==> src/rtl/tsp_program_loader.sv <==
// Program loader: packs 32-bit ARM words into 64-bit TSP instructions, writes them
// sequentially into instruction memory and optionally launches the core at the base.
module tsp_program_loader #(
  parameter int unsigned IMEM_AW = 10
) (
  input  logic               GCLK,
  input  logic               reset_rtl_n,
  input  logic               s_valid,
  output logic               s_ready,
  input  logic [31:0]        s_data,
  output logic               imem_we,
  output logic [IMEM_AW-1:0] imem_addr,
  output logic [63:0]        imem_wdata,
  output logic               core_start,
  output logic [IMEM_AW-1:0] core_pc,
  input  logic               core_done,
  output logic               load_done,
  output logic               busy,
  output logic               hdr_err
);

  localparam int unsigned LEN_W = 15;

  typedef enum logic [2:0] {
    ST_IDLE    = 3'd0,
    ST_LOAD_LO = 3'd1,
    ST_LOAD_HI = 3'd2,
    ST_START   = 3'd3,
    ST_RUN     = 3'd4
  } state_e;

  state_e             state_q;
  logic               s_ready_q;
  logic               busy_q;
  logic               hdr_err_q;
  logic               imem_we_q;
  logic [IMEM_AW-1:0] imem_addr_q;
  logic [63:0]        imem_wdata_q;
  logic               core_start_q;
  logic [IMEM_AW-1:0] core_pc_q;
  logic               load_done_q;
  logic [IMEM_AW-1:0] base_q;
  logic [LEN_W-1:0]   len_q;
  logic [LEN_W-1:0]   cnt_q;
  logic               auto_q;
  logic [31:0]        lo_q;

  logic               xfer_c;
  logic               last_c;
  logic [LEN_W-1:0]   hdr_len_c;

  assign xfer_c    = s_valid & s_ready_q;
  assign last_c    = (cnt_q == (len_q - LEN_W'(1)));
  assign hdr_len_c = s_data[16 +: LEN_W];

  // Ready and busy are registered from the next state so they track the FSM exactly.
  always_ff @(posedge GCLK or negedge reset_rtl_n) begin
    if (!reset_rtl_n) begin
      state_q      <= ST_IDLE;
      s_ready_q    <= 1'b0;
      busy_q       <= 1'b0;
      hdr_err_q    <= 1'b0;
      imem_we_q    <= 1'b0;
      imem_addr_q  <= '0;
      imem_wdata_q <= '0;
      core_start_q <= 1'b0;
      core_pc_q    <= '0;
      load_done_q  <= 1'b0;
      base_q       <= '0;
      len_q        <= '0;
      cnt_q        <= '0;
      auto_q       <= 1'b0;
      lo_q         <= '0;
    end else begin
      imem_we_q    <= 1'b0;
      load_done_q  <= 1'b0;
      core_start_q <= 1'b0;
      unique case (state_q)
        ST_IDLE: begin
          s_ready_q <= 1'b1;
          if (xfer_c) begin
            if (hdr_len_c == '0) begin
              hdr_err_q <= 1'b1;
            end else begin
              hdr_err_q <= 1'b0;
              base_q    <= s_data[IMEM_AW-1:0];
              len_q     <= hdr_len_c;
              auto_q    <= s_data[31];
              cnt_q     <= '0;
              busy_q    <= 1'b1;
              state_q   <= ST_LOAD_LO;
            end
          end
        end
        ST_LOAD_LO: begin
          if (xfer_c) begin
            lo_q    <= s_data;
            state_q <= ST_LOAD_HI;
          end
        end
        ST_LOAD_HI: begin
          if (xfer_c) begin
            imem_we_q    <= 1'b1;
            imem_addr_q  <= base_q + IMEM_AW'(cnt_q);
            imem_wdata_q <= {s_data, lo_q};
            cnt_q        <= cnt_q + LEN_W'(1);
            if (!last_c) begin
              state_q <= ST_LOAD_LO;
            end else begin
              load_done_q <= 1'b1;
              if (auto_q) begin
                s_ready_q <= 1'b0;
                state_q   <= ST_START;
              end else begin
                busy_q  <= 1'b0;
                state_q <= ST_IDLE;
              end
            end
          end
        end
        ST_START: begin
          core_start_q <= 1'b1;
          core_pc_q    <= base_q;
          state_q      <= ST_RUN;
        end
        ST_RUN: begin
          // A done coinciding with the start pulse belongs to no run of ours.
          if (core_done && !core_start_q) begin
            s_ready_q <= 1'b1;
            busy_q    <= 1'b0;
            state_q   <= ST_IDLE;
          end
        end
        default: begin
          s_ready_q <= 1'b0;
          busy_q    <= 1'b0;
          state_q   <= ST_IDLE;
        end
      endcase
    end
  end

  assign s_ready    = s_ready_q;
  assign busy       = busy_q;
  assign hdr_err    = hdr_err_q;
  assign imem_we    = imem_we_q;
  assign imem_addr  = imem_addr_q;
  assign imem_wdata = imem_wdata_q;
  assign core_start = core_start_q;
  assign core_pc    = core_pc_q;
  assign load_done  = load_done_q;

endmodule
==> config.mk <==
export PLATFORM = sky130hd
export DESIGN_NAME = tsp_program_loader
export DESIGN_NICKNAME = d
export VERILOG_FILES = /design/src/rtl/tsp_program_loader.sv
export SDC_FILE = /design/constraint.sdc
export NUM_CORES = 1
export LEC_CHECK = 0
export CAP_MARGIN = 20
export CORE_UTILIZATION = 35
export CTS_CLUSTER_SIZE = 12
export DETAILED_ROUTE_END_ITERATION = 7
export PLACE_DENSITY_LB_ADDON = 0.25
export RECOVER_POWER = 100
export REMOVE_ABC_BUFFERS = 1
export SYNTH_ARGS = -nofsm -noshare
export SYNTH_HDL_FRONTEND = slang
export SYNTH_SLANG_ARGS = --single-unit
==> constraint.sdc <==
create_clock -name GCLK -period 3.55 [get_ports GCLK]
set_clock_uncertainty 0.2 [all_clocks]
set_input_delay 0.71 -clock GCLK [delete_from_list [all_inputs] [get_ports GCLK]]
set_output_delay 0.71 -clock GCLK [all_outputs]
set_load 0.01 [all_outputs]
* Word level (Yosys, flattened, before mapping)
Cells that the tools add are included. W data, S select, Z words.
Storage, ports and cells: flip-flop bits (word level) 166, input port bits 36, output and inout port bits 90, logic and storage cells 79
Cells by class: add/subtract/negate cells 3, equal/unequal tests 13, mux-type cells 31, bitwise gates (word level) 3, reductions and logical operators 14
Operators by type and width (count):
- $mux W15 | 3
- $pmux W15 S2 | 1
- $mux W1 | 17
- $ne A2 B2 Y1 const B | 8
- $add A15 B1 Y15 const B | 1
- $eq A15 B15 Y1 | 1
- $logic_not A15 Y1 | 1
- $mux W3 | 5
- $pmux W3 S5 | 1
- $sub A15 B1 Y15 const B | 1
- $add A10 B10 Y10 | 1
- $reduce_and A5 Y1 | 2
- $pmux W1 S4 | 2
- $reduce_and A7 Y1 | 1
- $eq A3 B2 Y1 const B | 2
- $reduce_and A2 Y1 | 3
- $mux W2 | 2
- $reduce_and A4 Y1 | 1
- $eq A3 B1 Y1 const B | 1
- $eq A3 B3 Y1 const B | 1
- $logic_not A3 Y1 | 1
- $reduce_and A3 Y1 | 1
- $not A1 Y1 | 2
- $reduce_bool A2 Y1 | 1
- 4 further kinds | 4

* Logic depth before layout (Yosys ltp)
depth in word-level cells 5, mapped depth 10

* Worst setup path after synthesis
Ideal clock, no wire load.
path kind in2reg, start point in s_valid, end point reg base_q[0], data arrival time 2.397 ns, required time 3.225 ns, setup slack 0.829 ns, stages on the path 6, path buffers 2, path through nand2_1 -> or3_1 -> clkbuf_1 -> nor3_2 -> clkbuf_1 -> mux2_2
On the way: cells in the longest elaborated chain, start to end 2
Ends and longest elaborated chain:
- from (decl) | line 8 | input logic s_valid,
- $and A1 B1 Y1 | line 52 | assign xfer_c = s_valid & s_ready_q;
- $reduce_and A3 Y1 (no line)
- to (signal assigned) | line 86 | base_q <= s_data[IMEM_AW-1:0];
- to (decl) | line 42 | logic [IMEM_AW-1:0] base_q;
Every way passes these cells. A chain may end at the register's enable or synchronous reset.

* Worst setup path after layout
start point in s_valid, end point reg base_q[9]
Same word-level chain as after synthesis.

==> flow_metrics.env <==
export IMPL_ys_seq_area_share_pct=56.2
export IMPL_diodes=0
export IMPL_detail_route_vias_per_cell=4.76
export IMPL_overflow=0
export IMPL_wl_per_cell_um=15.3
export IMPL_p_int_uw=5160
export IMPL_slowest_delay_ns=1.03
export IMPL_grt_use_total_pct=16.9
export IMPL_grt_start_max_net_pins=62
export IMPL_io_buffers=125
export IMPL_p_sw_uw=2760
export IMPL_cp_cell_sequence="clkdlybuf4s50_1 > nand2_1 > or3_1 > nor3_2 > buf_12 > mux2_2"
export IMPL_grt_pass1_wl_um=28700
export IMPL_root_buffer="clkbuf_16"
export IMPL_die_area_um2=21700
export IMPL_cp_arrival_ns=3.33
export IMPL_clock_latency_ns=0.42
export IMPL_rsz0062_at_grt="no"
export IMPL_hold_path_class="reg2reg"
export IMPL_drt_pass1_iterations=4
export IMPL_fmax_mhz=309
export IMPL_power_share_clock_pct=21.8
export IMPL_die_h_um=147
export IMPL_required_ns=3.65
export IMPL_drv_cap=1
export IMPL_fin_crit_sh_pct=91.0
export IMPL_crit_fanout=28
export IMPL_final_nets=894
export IMPL_postCtsResizedCells=0
export IMPL_synthCells=717
export IMPL_netlist_area_um2=7390
export IMPL_criticalPathCategory="in2reg"
export IMPL_pwr_share_comb_pct=36.7
export IMPL_wl_um=17200
export IMPL_grt_pass1_vias=5358
export IMPL_ctsLongestPathBuffers=2
export IMPL_die_w_um=147
export IMPL_synth_avg_cell_area_um2=10.3
export IMPL_worstSetupStartpointType="input pin"
export IMPL_drive_above_1_share_pct=14.4
export IMPL_violations="max-capacitance violations, max-slew violations"
export IMPL_dr_first_iter_drc_count=214
export IMPL_fillers=1973
export IMPL_peakVddDrop_v=0.000336
export IMPL_multiInputGateArea_um2=3010
export IMPL_drt_drc_violations_left=0
export IMPL_cts_sink_count=166
export IMPL_synth_edf_count=0
export IMPL_swShare_pct=34.9
export IMPL_p_leak_uw=0.00441
export IMPL_cts_reportedPaths_clkPinSlew_ns=0.06
export IMPL_cts_setup_buffers=0
export IMPL_ioPinCount=126
export IMPL_place_ws_ns=0.213
export IMPL_final_common_cell="nand2_1"
export IMPL_layout_common_cells="nand2_1, dfrtp_1, dlygate4sd3_1"
export IMPL_status="finished with violations"
export IMPL_synth_warnings=0
export IMPL_htreeDepth=4
export IMPL_setup_ws_ns=0.318
export IMPL_slew_violations=61
export IMPL_synth_flop_cell="dfrtp_1"
export IMPL_dp_hpwl_um=11800
export IMPL_initial_utilization_pct=36.2
export IMPL_worst_pin_slew_ns=1.63
export IMPL_numCtsBuffers=17
export IMPL_crit_start="s_valid"
export IMPL_seqCellArea_um2=4150
export IMPL_min_delay_start="lo_q[31]$_DFFE_PN0P_"
export IMPL_cp_end_kind="register"
export IMPL_vias=5372
export IMPL_async_reset_ff_share_pct=100
export IMPL_whs_ns=0.264
export IMPL_p_seq_share_pct=41.5
export IMPL_hold_violations=0
export IMPL_core_um2=20400
export IMPL_setup_viol=0
export IMPL_std_cell_rows=52
export IMPL_tritoncts="built"
export IMPL_slew_headroom_pct=-8.90
export IMPL_crit_path_top_delay_cell="nor3_2"
export IMPL_cts_hold_buf=0
export IMPL_power_density_nw_per_um2=831
export IMPL_synth_cell_types=58
export IMPL_ant_nets=0
export IMPL_area_delta_synth_final_pct=29.1
export IMPL_ys_seq_elements=166
export IMPL_gp_congestion=0.805
export IMPL_timing_rr_start="len_q[0]$_DFFE_PN0P_"
export IMPL_fin_crit_ns=3.23
export IMPL_post_route_util_pct=46.7
export IMPL_grt_antenna_before_repair=0
-- critical path: cells and delay by family --
family	cells	cell delay [ns]
AND/OR/NAND/NOR	3	1.46
buffers and inverters	2	0.79
multiplexers	1	0.35
-- path summary, 6_finish.rpt --
kind	slack, ns	cells past startpoint	end
max in group asynchronous	0.79	2	imem_wdata[6]$_DFFE_PN0P_
setup reg to reg	0.39	8	s_ready$_DFFE_PN0P_
hold reg to reg	0.26	2	imem_wdata[31]$_DFFE_PN0P_
hold / removal	0.26	2	imem_wdata[31]$_DFFE_PN0P_
min in group asynchronous	0.48	1	imem_wdata[29]$_DFFE_PN0P_
setup / recovery	0.32	6	base_q[9]$_DFFE_PN0P_
-- cell usage after synthesis, types with 3 or more instances --
cell	instances	area share [%]
a2111oi_0	3	0.36
a211oi_1	3	0.30
a21o_1	3	0.30
a21oi_1	9	0.61
and3_1	6	0.51
clkbuf_1	33	1.7
dfrtp_1	166	56
ha_1	11	1.9
inv_1	13	0.66
mux2_2	65	9.9
nand2_1	224	11
nand3_1	7	0.47
nand4_1	3	0.25
nor2_1	34	1.7
nor3_1	15	1.0
nor4_1	7	0.59
nor4b_1	3	0.36
o21ai_0	24	1.6
o31ai_1	3	0.30
or3_1	3	0.25
or4_1	3	0.30
xnor2_1	15	1.8
xor2_1	17	2.0
-- state kept, by name, indices dropped and copies added, names as in the netlist --
register,flops
load_done,1
lo_q,32
state_q,3
imem_wdata,64
hdr_err,1
s_ready,1
imem_we,1
core_pc,10
cnt_q,15
base_q,10
imem_addr,10
busy,1
auto_q,1
len_q,15
core_start,1
-- logic make-up (layout without fill, tap and decap cells) --
logic type               Yosys count  after routing  share of synthesized area (%)
multiplexers                      67             67                           10.2
adder cells (fa/ha/maj)           12             12                           2.13
XOR/XNOR                          32             32                           3.79
AO/OA/AOI/OAI                     65             65                           5.83
flip-flops                       166            166                           56.2
AND/OR/NAND/NOR                  322            322                           18.9
buffers and inverters             53            195                           2.93
-- per-stage QoR --
step	instance area [um^2]	power [uW]	TNS, ns	cells
after floorplan	7220	4940	-35.41	678
after global placement	9030	6420	0	1097
after detailed placement	9030	6480	0	1097
after CTS	9580	8260	0	1129
after global routing	9540	8530	0	1129
final	9540	7930	0	1129
-- layout make-up --
cell class | count | share of cell area, %
clock buffers | 20 | 4.79
inverters | 14 | 0.551
clock inverters | 12 | 0.984
repair buffers | 149 | 15.0
multi-input cells | 498 | 31.6
well taps | 270 | 3.54
flip-flops and latches | 166 | 43.6
-- routing by layer --
metal / vias up / wire (um) / GRT usage (%)
met2: 85 / 7950 / 26.3
met1: 2593 / 8470 / 23.8
met4: 0 / 233 / 5.62
met5: - / 0 / 0
li1: 2682 / - / -
met3: 12 / 580 / 2.98
-- power by group through the flow --
stage / clock network [uW] / logic (uW) / registers (uW)
floorplan: 0 / 1540 / 3400
global placement: 0 / 3080 / 3330
detailed placement: 0 / 3140 / 3340
CTS: 1780 / 3150 / 3330
global route: 1850 / 3270 / 3420
finish: 1730 / 2910 / 3290
No activity file was read; power rests on OpenSTA's default activity.
